[src/rtl/cplx_delay_line.sv]
// cplx_delay_line: complex-sample delay line with a run-time selectable depth
// (1..MAX_DEPTH advances), an advance enable for stalls, a valid flag carried
// with every sample, and a sticky flag for out-of-range delay requests.
// Optional feature macro: CPLX_DLY_CONJ_EN adds a per-sample conj input that
// negates the delayed imaginary part (saturating) for the IFFT path.
module cplx_delay_line #(
  parameter int DATA_W    = 32,
  parameter int MAX_DEPTH = 16,
  parameter int SEL_W     = 5
) (
  input  logic              clk,
  input  logic              rst_n,
  input  logic              en,
  input  logic              in_valid,
  input  logic [DATA_W-1:0] a_re,
  input  logic [DATA_W-1:0] a_img,
  input  logic [SEL_W-1:0]  delay_sel,
`ifdef CPLX_DLY_CONJ_EN
  input  logic              conj,
`endif
  output logic [DATA_W-1:0] a1_re,
  output logic [DATA_W-1:0] a1_img,
  output logic              out_valid,
  output logic              cfg_err
);

  localparam int               PTR_W     = (MAX_DEPTH > 2) ? $clog2(MAX_DEPTH) : 1;
  localparam logic [SEL_W-1:0] MAX_SEL   = SEL_W'(MAX_DEPTH);
  localparam logic [PTR_W-1:0] PTR_LAST  = PTR_W'(MAX_DEPTH - 1);
  localparam logic [PTR_W:0]   DEPTH_EXT = (PTR_W + 1)'(MAX_DEPTH);

  // Sample storage; data words carry no reset, only the valid bits do.
  logic [DATA_W-1:0]    memRe_q [MAX_DEPTH];
  logic [DATA_W-1:0]    memIm_q [MAX_DEPTH];
  logic [MAX_DEPTH-1:0] memVld_q;
`ifdef CPLX_DLY_CONJ_EN
  logic [MAX_DEPTH-1:0] memConj_q;
`endif

  logic [PTR_W-1:0]  wrPtr_q,  wrPtr_d;
  logic [SEL_W-1:0]  fill_q,   fill_d;
  logic [SEL_W-1:0]  dEff_q,   dEff_d;
  logic              cfgErr_q, cfgErr_d;
  logic [DATA_W-1:0] a1Re_q,   a1Re_d;
  logic [DATA_W-1:0] a1Im_q,   a1Im_d;
  logic              outVld_q, outVld_d;

  logic              selBad;
  logic [SEL_W-1:0]  selClamp;
  logic [PTR_W:0]    rdRaw;
  logic [PTR_W:0]    rdWrap;
  logic [PTR_W-1:0]  rdPtr;
  logic              selVld;
  logic [DATA_W-1:0] selRe;
  logic [DATA_W-1:0] selIm;
  logic [DATA_W-1:0] imgOut;

  // Clamp the requested delay into 1..MAX_DEPTH and flag requests outside it.
  always_comb begin
    selBad   = (delay_sel == '0) || (delay_sel > MAX_SEL);
    selClamp = delay_sel;
    if (delay_sel == '0) begin
      selClamp = SEL_W'(1);
    end else if (delay_sel > MAX_SEL) begin
      selClamp = MAX_SEL;
    end
  end

  // Read address is D-1 entries behind the slot written this edge; when it
  // equals the write slot (D=1) the incoming sample is forwarded directly.
  always_comb begin
    rdRaw  = {1'b0, wrPtr_q} + DEPTH_EXT - {1'b0, PTR_W'(selClamp - 1'b1)};
    rdWrap = (rdRaw >= DEPTH_EXT) ? (rdRaw - DEPTH_EXT) : rdRaw;
    rdPtr  = rdWrap[PTR_W-1:0];
    if (rdPtr == wrPtr_q) begin
      selVld = in_valid;
      selRe  = a_re;
      selIm  = a_img;
    end else begin
      selVld = memVld_q[rdPtr];
      selRe  = memRe_q[rdPtr];
      selIm  = memIm_q[rdPtr];
    end
  end

`ifdef CPLX_DLY_CONJ_EN
  logic selConj;

  // Conjugate the selected sample when its stored conj bit is set; the most
  // negative value has no positive twin, so it saturates to the largest one.
  always_comb begin
    selConj = (rdPtr == wrPtr_q) ? conj : memConj_q[rdPtr];
    imgOut  = selIm;
    if (selConj) begin
      if (selIm == {1'b1, {(DATA_W-1){1'b0}}}) begin
        imgOut = {1'b0, {(DATA_W-1){1'b1}}};
      end else begin
        imgOut = '0 - selIm;
      end
    end
  end
`else
  // Without the conjugate option the imaginary part passes through untouched.
  always_comb begin
    imgOut = selIm;
  end
`endif

  // Next-state for pointer, fill counter, delay, error flag and outputs on an advance.
  always_comb begin
    wrPtr_d  = wrPtr_q;
    fill_d   = fill_q;
    dEff_d   = dEff_q;
    cfgErr_d = cfgErr_q;
    a1Re_d   = a1Re_q;
    a1Im_d   = a1Im_q;
    outVld_d = outVld_q;
    if (en) begin
      wrPtr_d = (wrPtr_q == PTR_LAST) ? '0 : wrPtr_q + 1'b1;
      if (selClamp != dEff_q) begin
        dEff_d = selClamp;
        fill_d = '0;
      end else if (fill_q < MAX_SEL) begin
        fill_d = fill_q + 1'b1;
      end
      if (selBad) begin
        cfgErr_d = 1'b1;
      end
      a1Re_d   = selRe;
      a1Im_d   = imgOut;
      outVld_d = selVld && (fill_d >= dEff_d);
    end
  end

  // Control state, valid bits and output registers with synchronous reset.
  always_ff @(posedge clk) begin
    if (!rst_n) begin
      wrPtr_q  <= '0;
      fill_q   <= '0;
      dEff_q   <= selClamp;
      cfgErr_q <= 1'b0;
      a1Re_q   <= '0;
      a1Im_q   <= '0;
      outVld_q <= 1'b0;
      memVld_q <= '0;
    end else begin
      wrPtr_q  <= wrPtr_d;
      fill_q   <= fill_d;
      dEff_q   <= dEff_d;
      cfgErr_q <= cfgErr_d;
      a1Re_q   <= a1Re_d;
      a1Im_q   <= a1Im_d;
      outVld_q <= outVld_d;
      if (en) begin
        memVld_q[wrPtr_q] <= in_valid;
      end
    end
  end

  // Data words are written on every advance and are never cleared.
  always_ff @(posedge clk) begin
    if (rst_n && en) begin
      memRe_q[wrPtr_q] <= a_re;
      memIm_q[wrPtr_q] <= a_img;
`ifdef CPLX_DLY_CONJ_EN
      memConj_q[wrPtr_q] <= conj;
`endif
    end
  end

  assign a1_re     = a1Re_q;
  assign a1_img    = a1Im_q;
  assign out_valid = outVld_q;
  assign cfg_err   = cfgErr_q;

endmodule

[config.mk]
export PLATFORM = sky130hd
export DESIGN_NAME = cplx_delay_line
export DESIGN_NICKNAME = d
export VERILOG_FILES = /design/src/rtl/cplx_delay_line.sv
export SDC_FILE = /design/constraint.sdc
export NUM_CORES = 1
export LEC_CHECK = 0
export CAP_MARGIN = 20
export CORE_MARGIN = 2
export CORE_UTILIZATION = 35
export CTS_CLUSTER_DIAMETER = 50
export DETAILED_ROUTE_END_ITERATION = 12
export PLACE_DENSITY_LB_ADDON = 0.1
export SYNTH_ARGS = -nofsm -noshare
export SYNTH_HDL_FRONTEND = slang
export SYNTH_SLANG_ARGS = --single-unit
[constraint.sdc]
create_clock -name clk -period 13 [get_ports clk]
set_clock_uncertainty 0.1 [all_clocks]
set_input_delay 2.6 -clock clk [delete_from_list [all_inputs] [get_ports clk]]
set_output_delay 2.6 -clock clk [all_outputs]
set_load 0.01 [all_outputs]
# --- After elaboration in Yosys (flattened, before gate mapping) ---
# Memory sizes are Yosys's and may differ from the RTL's. A register that Yosys moved wholly into a read port is not among the register bits.
# Index checks and enable logic that the tools add are counted.
totals:
  out_inout_bits: 66
  ram_bits: 1024
  wordCells: 52
  n_memories: 2
  reg_bits: 32
memory_table:
  columns: ["name", "words", "width", "rd", "rd_ports_with_merged_regs", "wr", "line_no", "rtl"]
  rows:
  - ["memIm_q", 16, 32, 1, 1, 1, "34", "logic [DATA_W-1:0] memIm_q [MAX_DEPTH];"]
  - ["memRe_q", 16, 32, 1, 1, 1, "33", "logic [DATA_W-1:0] memRe_q [MAX_DEPTH];"]
op_classes:
  reduce_logical: 8
  mux: 19
  n_lt_le_gt_ge: 7
  n_eq_ne: 4
  addsub: 6
ops:
  columns: ["op", "count"]
  rows:
  - ["$mux W5", 9]
  - ["$bwmux W16", 1]
  - ["$lt A4 B5 Y1 const B", 2]
  - ["$mux W4", 2]
  - ["$sub A4 B1 Y4 const B", 2]
  - ["$add A4 B5 Y5 const B", 1]
  - ["$add A5 B1 Y5 const B", 1]
  - ["$ge A5 B5 Y1", 1]
  - ["$ge A5 B5 Y1 const B", 1]
  - ["$gt A5 B5 Y1 const B", 1]
  - ["$logic_not A5 Y1", 1]
  - ["$lt A5 B5 Y1 const B", 1]
  - ["$mux W1", 5]
  - ["$ne A5 B5 Y1", 1]
  - ["$sub A5 B4 Y5", 1]
  - ["$add A4 B1 Y4 const B", 1]
  - ["$bmux W1 S4", 1]
  - ["$demux W1 S4", 1]
  - ["$eq A4 B4 Y1", 1]
  - ["$eq A4 B4 Y1 const B", 1]
  - ["$ge A4 B1 Y1 const B", 1]
  - ["$logic_and A1 B1 Y1", 3]
  - ["$logic_not A1 Y1", 2]
  - ["$ne A2 B1 Y1 const B", 1]
  - ["2 further kinds", 2]

# --- Depth between registers and ports, before layout ---
# Gate-level depths: netlist of the first run.
logic_depth:
  depth_word: 11
  mapped_depth: 17
  depth_no_buf: 15

# --- Least setup slack after synthesis of the first run ---
# No wires, ideal clock.
synth_timing:
  path_kind: "input to register"
  start: "in delay_sel[0]"
  end: "reg a1Re_q[10] (netlist: a1_re[10]), read port of memRe_q"
  setup_ps: 124
  stages: 15
  t_required_ps: 12776
  arrival_time_ps: 6188
  setup_slack_ps: 6587
  cell_sequence: "or4_4 ha_1 inv_1 a21o_1 inv_1 ha_1 inv_1 fa_1 clkbuf_1 clkbuf_1 clkbuf_1 mux4_2 nand2_1 a21oi_1 a2111o_1"
synth_via:
  elab_chain_cells: 7
  word_cells_on_any_way: 9
synth_lines:
  columns: ["element", "line_no", "rtl"]
  rows:
  - ["from (decl)", "17", "input logic [SEL_W-1:0] delay_sel,"]
  - ["$gt A5 B5 Y1", "64", "end else if (delay_sel > MAX_SEL) begin"]
  - ["$mux W5", "64", null]
  - ["$mux W5 *", "62", "if (delay_sel == '0) begin"]
  - ["$sub A4 B1 Y4 *", "72", "rdRaw = {1'b0, wrPtr_q} + DEPTH_EXT - {1'b0, PTR_W'(selClamp - 1'b1)};"]
  - ["$sub A5 B4 Y5 *", "72", null]
  - ["$sub A4 B1 Y4 or $ge A5 B5 Y1 (tied branches)", "73", "rdWrap = (rdRaw >= DEPTH_EXT) ? (rdRaw - DEPTH_EXT) : rdRaw;"]
  - ["$mux W4 *", "73", null]
  - ["to (decl)", "44", "logic [DATA_W-1:0] a1Re_q, a1Re_d;"]
# Every way passes the cells marked *; elsewhere a longest branch is shown, timed or not.
# A chain may end at the register's enable or synchronous reset.

# --- Worst setup path after layout of the first run ---
layout_timing:
  start: "in delay_sel[0]"
  end: "reg a1Im_q[22] (netlist: a1_img[22]), read port of memIm_q"
layout_via:
  elab_chain_cells: 7
  word_cells_on_any_way: 9
layout_lines:
  columns: ["element", "line_no", "rtl"]
  rows:
  - ["$gt A5 B5 Y1", "64", null]
  - ["$mux W5", "64", null]
  - ["$mux W5 *", "62", null]
  - ["$sub A4 B1 Y4 *", "72", null]
  - ["$sub A5 B4 Y5 *", "72", null]
  - ["$sub A4 B1 Y4 or $ge A5 B5 Y1 (tied branches)", "73", null]
  - ["$mux W4 *", "73", null]
  - ["to (decl)", "45", "logic [DATA_W-1:0] a1Im_q, a1Im_d;"]
# Marks and branches as above.

==> results.txt, run 1 <==
Post-layout nets - 2542
Pwr Density - 177 nW/um2
Hold Path Origin - a1_img[25]$_SDFFE_PN0P_
post-layout util - 0.421
largest net degree at the start of global routing - 102
I/O pin cnt - 139
fin crit share - 0.651
Post-Place Cells - 3933
Least-Margin Pin Slew - 1.13 ns
met3 Resource Use GR - 0.0305
synth unique cells - 46
Setup crit start - delay_sel[0]
CTS clk-pin slew, worst paths - 0.05 ns
Sw Ratio - 0.244
CP required - 13.57 ns
fin area - 51400 um2
Num CTS Buffers - 141
cts hold-fix bufs - 0
Yosys warnings - 0
asr flop ratio synth - 0
Min Hold Slack - 0.364 ns
met1 GRT Util - 0.252
Critical Path Max Stage Delay - 1.35 ns
Synth Flop Type - edfxtp_1
Clk network pwr share - 0.428
max-cap violations - 0
Port Buf Inserts - 138
grt met2 use - 0.305
Avg Inst Size Synth - 19.3 um2
Flop pwr share - 0.447
initial drt markers - 1772
Post-synth EDFFs - 1029
first-pass GRT wire length - 168000 um
synth top area cells - edfxtp_1 71%, mux4_2 14%, dfxtp_1 4.2%
placement-stage cell area - 46700 um2
Crit Path Class - input port to flip-flop
max-slew violations - 0
synthesis-to-layout area growth - 19.0%
cell with the most instances after synthesis - edfxtp_1
die area - 126000 um2
core region area - 122000 um2
worst rel slew slack - 0.247
synthesis-stage register bit count - 1120
Clock Latency Late Sink - 0.74 ns
Worst path depth - 14
die span in y - 355 um
setup violators final - 0
Setup TNS - 0 ns
global placement routability congestion - 0.731
Syn Inst Count - 2242
P_leak - 16.9 nW
via count - 22000
cell taking the most area after synthesis - edfxtp_1
fin crit period - 8.47 ns
vias in the first global route - 23800
worst-path cell with the longest stage delay - fa_4
critical-path cell list - clkdlybuf4s50_1 -> or4_4 -> ha_1 -> nor2_1 -> nand2_1 -> ha_1 -> inv_1 -> fa_4 -> xnor2_1 -> or3_1 -> or2_1 -> nor2_4 -> buf_4 -> a2111o_1
Syn Nets - 2332
Sink Count - 1120
PostCTS Resize Cnt - 0
antenna violations before repair - 9
Worst path top cell family by delay - simple AND/OR/NAND/NOR gates
status - finished, final reports clean
CTS tree - built
origin of the critical flop-to-flop path - wrPtr_q[0]$_SDFFE_PN0P_
crit path max fanout - 48
RSZ-0062 raised after global routing - false
Power, Total - 9.09 mW
Routed WL - 115000 um
pre-CTS setup slack - 3.75 ns
antenna-violating nets left - 0
htree depth - 4
f_max - 118 MHz
non-filler instance count after layout - 4196
register area share after synthesis - 0.757
PnR worst setup slack - 4.53 ns
post-CTS setup buffer count - 0
DP Wirelength - 56400 um
Power Internal - 6.88 mW
GRT Residual Overflow - 0
WP buf/inv - 3
drc violations - 0
# rows - 128
vias per cell - 5.25
die width - 355 um
CTS root buffer - clkbuf_16
most common library cells after synthesis - 1029 x edfxtp_1, 260 x mux4_2, 252 x nand2_1, 124 x a21oi_1, 103 x clkbuf_1
starting density of the core - 0.354
most used routing layer - met2
Syn Std Cell Area - 43200 um2
Net Sw Power - 2.22 mW
GRT Total Usage - 0.184
CTS Buffer Depth - 3
hold crit path type - flip-flop to flip-flop
Worst setup EP type - flip-flop
1st-pass router iterations - 5
Critical Path AT - 9.04 ns
FF-to-FF path depth - 9
post-synth top area share - 0.715
VDD IR max - 0.000135 V
Routed WL per cell - 27.5 um
Final Hold Fails - 0
Worst setup SP type - input port
hold depth - 2
combinational share of power - 0.125
share of cells above drive strength 1 - 0.216
Critical Path Most Common Cell - ha_1
[cells by family after synthesis]
kind of cell	Yosys count	synth area share
AOI/OAI and AO/OA	232	0.0368
xor gates and xnor gates	17	0.00457
adders and majority gates	17	0.00509
buffers and inverters	138	0.0131
DFF	1120	0.757
muxes	281	0.140
and+or+nand+nor	437	0.0430
[routing by layer]
layer / vias up / share of wire
met3: 179 / 0.045
met5: - / 0.00020
met1: 11900 / 0.45
met4: 4 / 0.020
li1: 9449 / -
met2: 542 / 0.49
[power groups by stage]
stage	Sequential (mW)	Combinational, mW	Clock (mW)
floorplan	4.13	0.700	0
global placement	4.14	1.17	0
detailed placement	4.14	1.17	0
CTS	4.07	1.17	3.98
global route	4.07	1.25	4.13
finish	4.06	1.14	3.89
[state kept, by name, indices dropped and copies added, names as in the netlist]
register,cells
memIm_q,512
wrPtr_q,4
cfg_err,1
a1_re,32
memRe_q,512
fill_q,5
memVld_q,16
dEff_q,5
out_valid,1
a1_img,32
[final cells by class]
class	count	area [um2]
fillers	10800	70800
flip-flops and latches	1120	32700
multi-input cells	984	10100
clock buffers	184	3830
well taps	1625	2030
repair buffers	189	1800
clock inverters	77	853
inverters	16	60.1
diodes	1	2.50
[placed cells by master, fill, tap and decap left out, drive strengths merged, types with 7 or more instances in the layout]
master,instances
clkdlybuf4s50,138
inv,32
mux2i,16
and2,59
clkbuf,184
xor2,7
a2111o,56
nand3,9
dfxtp,91
xnor2,7
edfxtp,1029
o22ai,10
o21ai,24
buf,51
clkinv,43
nor2,94
ha,16
mux4,260
a21oi,124
nand2,252
bufinv,13
[worst paths after layout]
path,end,slack (ns)
hold reg to reg,a1_img[25]$_SDFFE_PN0P_,0.36
hold / removal,a1_img[25]$_SDFFE_PN0P_,0.36
setup reg to reg,a1_img[22]$_SDFFE_PN0P_,7.64
setup / recovery,a1_img[22]$_SDFFE_PN0P_,4.53
[worst register-to-register path, delay by kind of cell, from the launching register on]
family	cells	cell delay (ns)
XOR/XNOR	1	0.24
adder cells (fa/ha/maj)	2	1.60
buffers and inverters	2	1.05
AO/OA/AOI/OAI	1	0.33
flip-flops	1	0.46
AND/OR/NAND/NOR	3	1.51
(Power assumes the default switching activity.)
==> run 2: changes to the inputs <==
==> constraint.sdc (replaced) <==
create_clock -name clk -period 7.9 [get_ports clk]
set_clock_uncertainty 0.1 [all_clocks]
set_input_delay 1.58 -clock clk [delete_from_list [all_inputs] [get_ports clk]]
set_output_delay 1.58 -clock clk [all_outputs]
set_load 0.01 [all_outputs]
==> run 2 against run 1 <==
  * Sequential share of layout area up 0.12 points
  * Non-clock buffer count is 5 lower
  * Utilization decreased by 0.079 points
  * Critical endpoint is now a1_re[24]$_SDFFE_PN0P_
  * Setup slack got worse by 2.6 ns
  * Power up 60%
==> results.txt, run 2 (synthesized netlist as in run 1, its figures left out) <==
status - finished, final reports clean
initial drt markers - 1787 (+0.85%)
most frequent cells in the layout - 1029 x edfxtp_1, 260 x mux4_2, 252 x nand2_1, 138 x clkdlybuf4s50_1, 137 x clkbuf_16
Critical Path AT - 6.50 ns (-2.54 ns)
non-filler instance count after layout - 4178 (-0.43%)
Sw Ratio - 0.244 (+0.000533)
CTS clk-pin slew, worst paths - 0.05 ns (about the same)
Worst setup SP type - input port
global placement routability congestion - 0.721 (-1.4%)
drc violations - 0 (unchanged)
Worst setup EP type - flip-flop
cts hold-fix bufs - 0 (unchanged)
RSZ-0062 raised after global routing - false
crit path max fanout - 65 (+35%)
origin of the critical flop-to-flop path - wrPtr_q[0]$_SDFFE_PN0P_
most common cell after layout, fill and taps aside - edfxtp_1
Num CTS Buffers - 134 (-5.0%)
antenna violations before repair - 13 (+4)
die span in y - 355 um (unchanged)
Critical Path Max Stage Delay - 0.89 ns (-0.46 ns)
CTS root buffer - clkbuf_16
f_max - 167 MHz
via count - 22000 (-0.21%)
combinational share of power - 0.131 (+0.006)
htree depth - 4 (unchanged)
DP Wirelength - 53300 um (-5.6%)
Routed WL - 113000 um (-2.0%)
vias per cell - 5.26 (+0.22%)
fin crit share - 0.758
CTS Buffer Depth - 3 (unchanged)
max-slew violations - 0 (unchanged)
Post-layout nets - 2530 (-0.47%)
Setup TNS - 0 ns (unchanged)
Net Sw Power - 3.56 mW (+60%)
Power Internal - 11.0 mW (+60%)
first-pass GRT wire length - 164000 um (-2.4%)
die width - 355 um (unchanged)
Setup crit start - delay_sel[2]
Pwr Density - 284 nW/um2 (+60%)
post-CTS setup buffer count - 0 (unchanged)
Clk network pwr share - 0.410 (-0.018)
synthesis-to-layout area growth - 18.8%
CTS tree - built
vias in the first global route - 23100 (-3.0%)
core region area - 122000 um2 (unchanged)
Clock Latency Late Sink - 0.74 ns (about the same)
1st-pass router iterations - 5 (unchanged)
Power, Total - 14.6 mW (+60%)
Final Hold Fails - 0 (unchanged)
post-layout util - 0.420 (-0.000789)
PnR worst setup slack - 1.91 ns (-2.62 ns)
Routed WL per cell - 27.0 um (-1.6%)
share of cells above drive strength 1 - 0.211 (-0.00497)
pre-CTS setup slack - 1.18 ns (-2.57 ns)
Critical Path Most Common Cell - ha_1
Fillers - 10700 (-0.41%)
Flop pwr share - 0.459 (+0.012)
hold crit path type - flip-flop to flip-flop
# rows - 128 (unchanged)
I/O pin cnt - 139 (unchanged)
worst-path cell with the longest stage delay - xnor3_4
VDD IR max - 0.000217 V (+60%)
Sink Count - 1120 (unchanged)
PostCTS Resize Cnt - 0 (unchanged)
worst rel slew slack - 0.287 (+0.0397)
Worst path top cell family by delay - simple AND/OR/NAND/NOR gates
max-cap violations - 0 (unchanged)
antenna-violating nets left - 0 (unchanged)
GRT Residual Overflow - 0 (unchanged)
Least-Margin Pin Slew - 1.07 ns (-0.0569 ns)
Largest regs - memIm_q (512), memRe_q (512)
P_leak - 16.7 nW (-0.80%)
die area - 126000 um2 (unchanged)
Hold Path Origin - a1_img[14]$_SDFFE_PN0P_
CP required - 8.42 ns (-5.15 ns)
GRT Total Usage - 0.180 (-0.00407)
Crit Path Class - input port to flip-flop
starting density of the core - 0.354 (unchanged)
largest net degree at the start of global routing - 123 (+21%)
WP buf/inv - 2 (-1)
critical-path cell list - clkdlybuf4s50_1 -> or4_4 -> ha_1 -> nor2_1 -> nand2_1 -> ha_1 -> xor2_1 -> ha_1 -> a21oi_1 -> o21a_1 -> xnor3_4 -> buf_12 -> nand2_1 -> a21oi_1 -> a2111o_1
setup violators final - 0 (unchanged)
fin crit period - 5.99 ns
Post-Place Cells - 3929 (-0.10%)
Port Buf Inserts - 138 (unchanged)
run 2: through the flow:
step / hold slack, ns / area (um2)
2_1_floorplan: 0.351 / 43200
3_3_place_gp: 0.351 / 47000
3_5_place_dp: 0.359 / 47000
4_1_cts: 0.371 / 51300
5_1_grt: 0.374 / 51300
6_report: 0.367 / 51300
run 2: worst paths after layout:
check	to	slack (ns)	depth (start not counted)
setup / recovery	a1_re[24]$_SDFFE_PN0P_	1.91	15
hold / removal	a1_img[14]$_SDFFE_PN0P_	0.37	2
setup reg to reg	a1_img[6]$_SDFFE_PN0P_	4.06	9
hold reg to reg	a1_img[14]$_SDFFE_PN0P_	0.37	2
run 2: metal layers:
metal | wire [um] | track usage | vias up
met3 | 5480 | 0.0366 | 172
met2 | 55100 | 0.297 | 513
li1 | - | - | 9432
met1 | 50000 | 0.244 | 11800
met5 | 113 | 0 | -
met4 | 2110 | 0.0486 | 18
run 2: cell type report:
type                       instances  area, um2  area share
clock inverter                    75        686      0.0134
inverter                          16       60.1     0.00117
sequential                      1120      32700       0.637
clock buffer                     171       3610      0.0702
timing repair buffer             184       2100      0.0409
multi-input combinational        984      10100       0.197
tap                             1625       2030      0.0396
antenna                            3       7.51    0.000146
run 2: worst reg2reg max path, stage by stage (launching register included):
cell and delay [ns]:
dfxtp_1 0.45, inv_1 0.18, ha_4 0.21, fa_4 0.94, xnor2_1 0.16, or3_1 0.44, or2_1 0.39, nor2_4 0.17
buf_12 0.41, a2111o_1 0.32
run 2: power by group through the flow:
stage | clock [mW] | sequential [mW] | combinational [mW]
2_1_floorplan | 0 | 6.80 | 1.15
6_report | 5.96 | 6.69 | 1.91
4_1_cts | 6.11 | 6.69 | 1.96
3_5_place_dp | 0 | 6.81 | 1.95
5_1_grt | 6.35 | 6.70 | 2.08
3_3_place_gp | 0 | 6.81 | 1.95
==> run 3: changes to the inputs <==
==> constraint.sdc (replaced) <==
create_clock -name clk -period 5.7 [get_ports clk]
set_clock_uncertainty 0.1 [all_clocks]
set_input_delay 1.14 -clock clk [delete_from_list [all_inputs] [get_ports clk]]
set_output_delay 1.14 -clock clk [all_outputs]
set_load 0.01 [all_outputs]
==> run 3 against run 2 <==
  * Non-clock buffer count grew 52
  * Design area grew 1.5%
  * Die area is the same
  * Final cell count grew 1.4%
  * Utilization grew 0.63 points
  * Sequential share of layout area shrank 0.95 points
  * Global-route usage grew 0.33 points
  * Setup slack lost 1.1 ns
  * Power grew 41%
  * Critical path type unchanged
  * Largest cell class unchanged
  * Highest routed layer unchanged
==> results.txt, run 3 (synthesized netlist as in run 1, its figures left out) <==
status - finished, final reports clean
WP buf/inv - 6 (+4)
f_max - 204 MHz
first-pass GRT wire length - 167000 um (+2.1%)
Critical Path AT - 5.42 ns (-1.08 ns)
setup violators final - 0 (unchanged)
met2 WL - 55600 um (+0.79%)
met3 WL - 5560 um (+1.5%)
RSZ-0062 raised after global routing - false
footprint of the multi-input gates - 10100 um2 (unchanged)
Worst setup SP type - input port
non-filler instance count after layout - 4238 (+1.4%)
pre-CTS setup slack - 0.0499 ns (-1.13 ns)
die width - 355 um (unchanged)
antenna violations before repair - 11 (-2)
CP required - 6.22 ns (-2.20 ns)
Min Hold Slack - 0.359 ns (-0.00793 ns)
global placement routability congestion - 0.740 (+2.7%)
Post-Place Cells - 3981 (+1.3%)
CTS Buffer Depth - 3 (unchanged)
I/O pin cnt - 139 (unchanged)
largest net degree at the start of global routing - 75 (-39%)
via count - 22100 (+0.76%)
Routed WL - 115000 um (+1.6%)
starting density of the core - 0.354 (unchanged)
Power, Total - 20.6 mW (+41%)
Setup TNS - 0 ns (unchanged)
PnR worst setup slack - 0.794 ns (-1.12 ns)
hold crit path type - flip-flop to flip-flop
cts hold-fix bufs - 0 (unchanged)
Post-layout nets - 2588 (+2.3%)
Port Buf Inserts - 138 (unchanged)
Sink Count - 1120 (unchanged)
share of cells above drive strength 1 - 0.230 (+0.0186)
Routed WL per cell - 27.1 um (+0.21%)
VDD IR max - 0.000314 V (+45%)
vias per cell - 5.23 (-0.67%)
critical-path cell list - clkdlybuf4s50_1 -> or4_4 -> ha_1 -> inv_1 -> a21o_1 -> inv_1 -> ha_1 -> inv_1 -> fa_4 -> xnor2_1 -> nor2_1 -> nand2_1 -> o211ai_1 -> buf_4 -> buf_12 -> a21oi_1 -> a2111o_1
Worst path top cell family by delay - adder cells
fin area - 52100 um2 (+1.5%)
Pwr Density - 395 nW/um2 (+39%)
drc violations - 0 (unchanged)
worst-path cell with the longest stage delay - fa_4
Clock Latency Late Sink - 0.74 ns (about the same)
P_leak - 17.1 nW (+2.5%)
DP Wirelength - 59700 um (+12%)
die area - 126000 um2 (unchanged)
worst rel slew slack - 0.352 (+0.0650)
core region area - 122000 um2 (unchanged)
most frequent cells in the layout - 1029 x edfxtp_1, 260 x mux4_2, 252 x nand2_1, 141 x clkbuf_16, 138 x clkdlybuf4s50_1
die span in y - 355 um (unchanged)
fin crit share - 0.861
initial drt markers - 1816 (+1.6%)
Critical Path Max Stage Delay - 0.82 ns (-0.07 ns)
1st-pass router iterations - 5 (unchanged)
most common cell after layout, fill and taps aside - edfxtp_1
CTS clk-pin slew, worst paths - 0.05 ns (about the same)
GRT Residual Overflow - 0 (unchanged)
max-cap violations - 0 (unchanged)
Least-Margin Pin Slew - 0.970 ns (-0.0998 ns)
Final Hold Fails - 0 (unchanged)
# rows - 128 (unchanged)
GRT Total Usage - 0.184 (+0.00334)
CTS root buffer - clkbuf_16
htree depth - 4 (unchanged)
Num CTS Buffers - 140 (+4.5%)
Inserted Diodes - 0 (-3)
register area - 32700 um2 (unchanged)
PostCTS Resize Cnt - 0 (unchanged)
antenna-violating nets left - 0 (unchanged)
post-CTS setup buffer count - 0 (unchanged)
placement-stage cell area - 47600 um2 (+1.1%)
WL met1 - 50900 um (+1.9%)
post-layout util - 0.426 (+0.00634)
Crit Path Class - input port to flip-flop
synthesis-to-layout area growth - 20.5%
fin crit period - 4.91 ns
Max Used Layer - met5
max-slew violations - 0 (unchanged)
vias in the first global route - 23500 (+1.6%)
CTS tree - built
Largest regs - memIm_q (512), memRe_q (512)
Fillers - 10700 (-0.44%)
Worst setup EP type - flip-flop
crit path max fanout - 17 (-74%)
Critical Path Most Common Cell - inv_1
-- run 3: changes by cell type in the layout (fill, tap and decap cells not counted), moves of 2 or more --
| cell | before | now |
|---|---|---|
| clkbuf_1 | 29 | 32 |
| clkinv_2 | 23 | 12 |
| clkbuf_8 | 5 | 10 |
| buf_12 | 30 | 42 |
| clkinv_4 | 2 | 7 |
| buf_4 | 16 | 56 |
| clkbuf_16 | 137 | 141 |
| clkinv_1 | 17 | 15 |
| clkinv_8 | 2 | 6 |
| inv_6 | 11 | 13 |
| diode_2 | 3 | 0 |
-- run 3: area by class of cell --
type | count | share of cell area
clock buffer | 183 | 0.0727
timing repair buffer | 236 | 0.0507
sequential | 1120 | 0.628
inverter | 16 | 0.00115
multi-input combinational | 984 | 0.194
tap | 1625 | 0.0390
clock inverter | 74 | 0.0143
-- run 3: power by group --
| part | internal, mW | total (mW) | switching, mW |
|---|---|---|---|
| registers | 9.14 | 9.26 | 0.124 |
| clock network | 5.10 | 8.60 | 3.49 |
| logic | 1.28 | 2.73 | 1.45 |
-- run 3: routing by layer --
metal  vias up  track usage
li1       9556            -
met1     11900        0.251
met2       530        0.298
met3       167       0.0357
met4        14       0.0542
met5         -            0
-- run 3: worst register-to-register path: stages, from the launching register on --
cell and delay, ns:
dfxtp_1 0.46, inv_1 0.18, ha_4 0.20, fa_4 0.86
xnor2_1 0.12, nor2_1 0.12, nand2_1 0.06, o211ai_1 0.25
buf_4 0.24, buf_12 0.23, a21oi_1 0.11, a2111o_1 0.39
-- run 3: path summary, 6_finish.rpt --
check | start | endpoint | slack [ns] | cells after the start
worst min register to register | a1_img[18]$_SDFFE_PN0P_ | a1_img[18]$_SDFFE_PN0P_ | 0.36 | 2
worst max register to register | wrPtr_q[0]$_SDFFE_PN0P_ | a1_img[10]$_SDFFE_PN0P_ | 2.26 | 11
worst min-delay path | a1_img[18]$_SDFFE_PN0P_ | a1_img[18]$_SDFFE_PN0P_ | 0.36 | 2
worst max-delay path | delay_sel[1] | a1_img[10]$_SDFFE_PN0P_ | 0.79 | 17
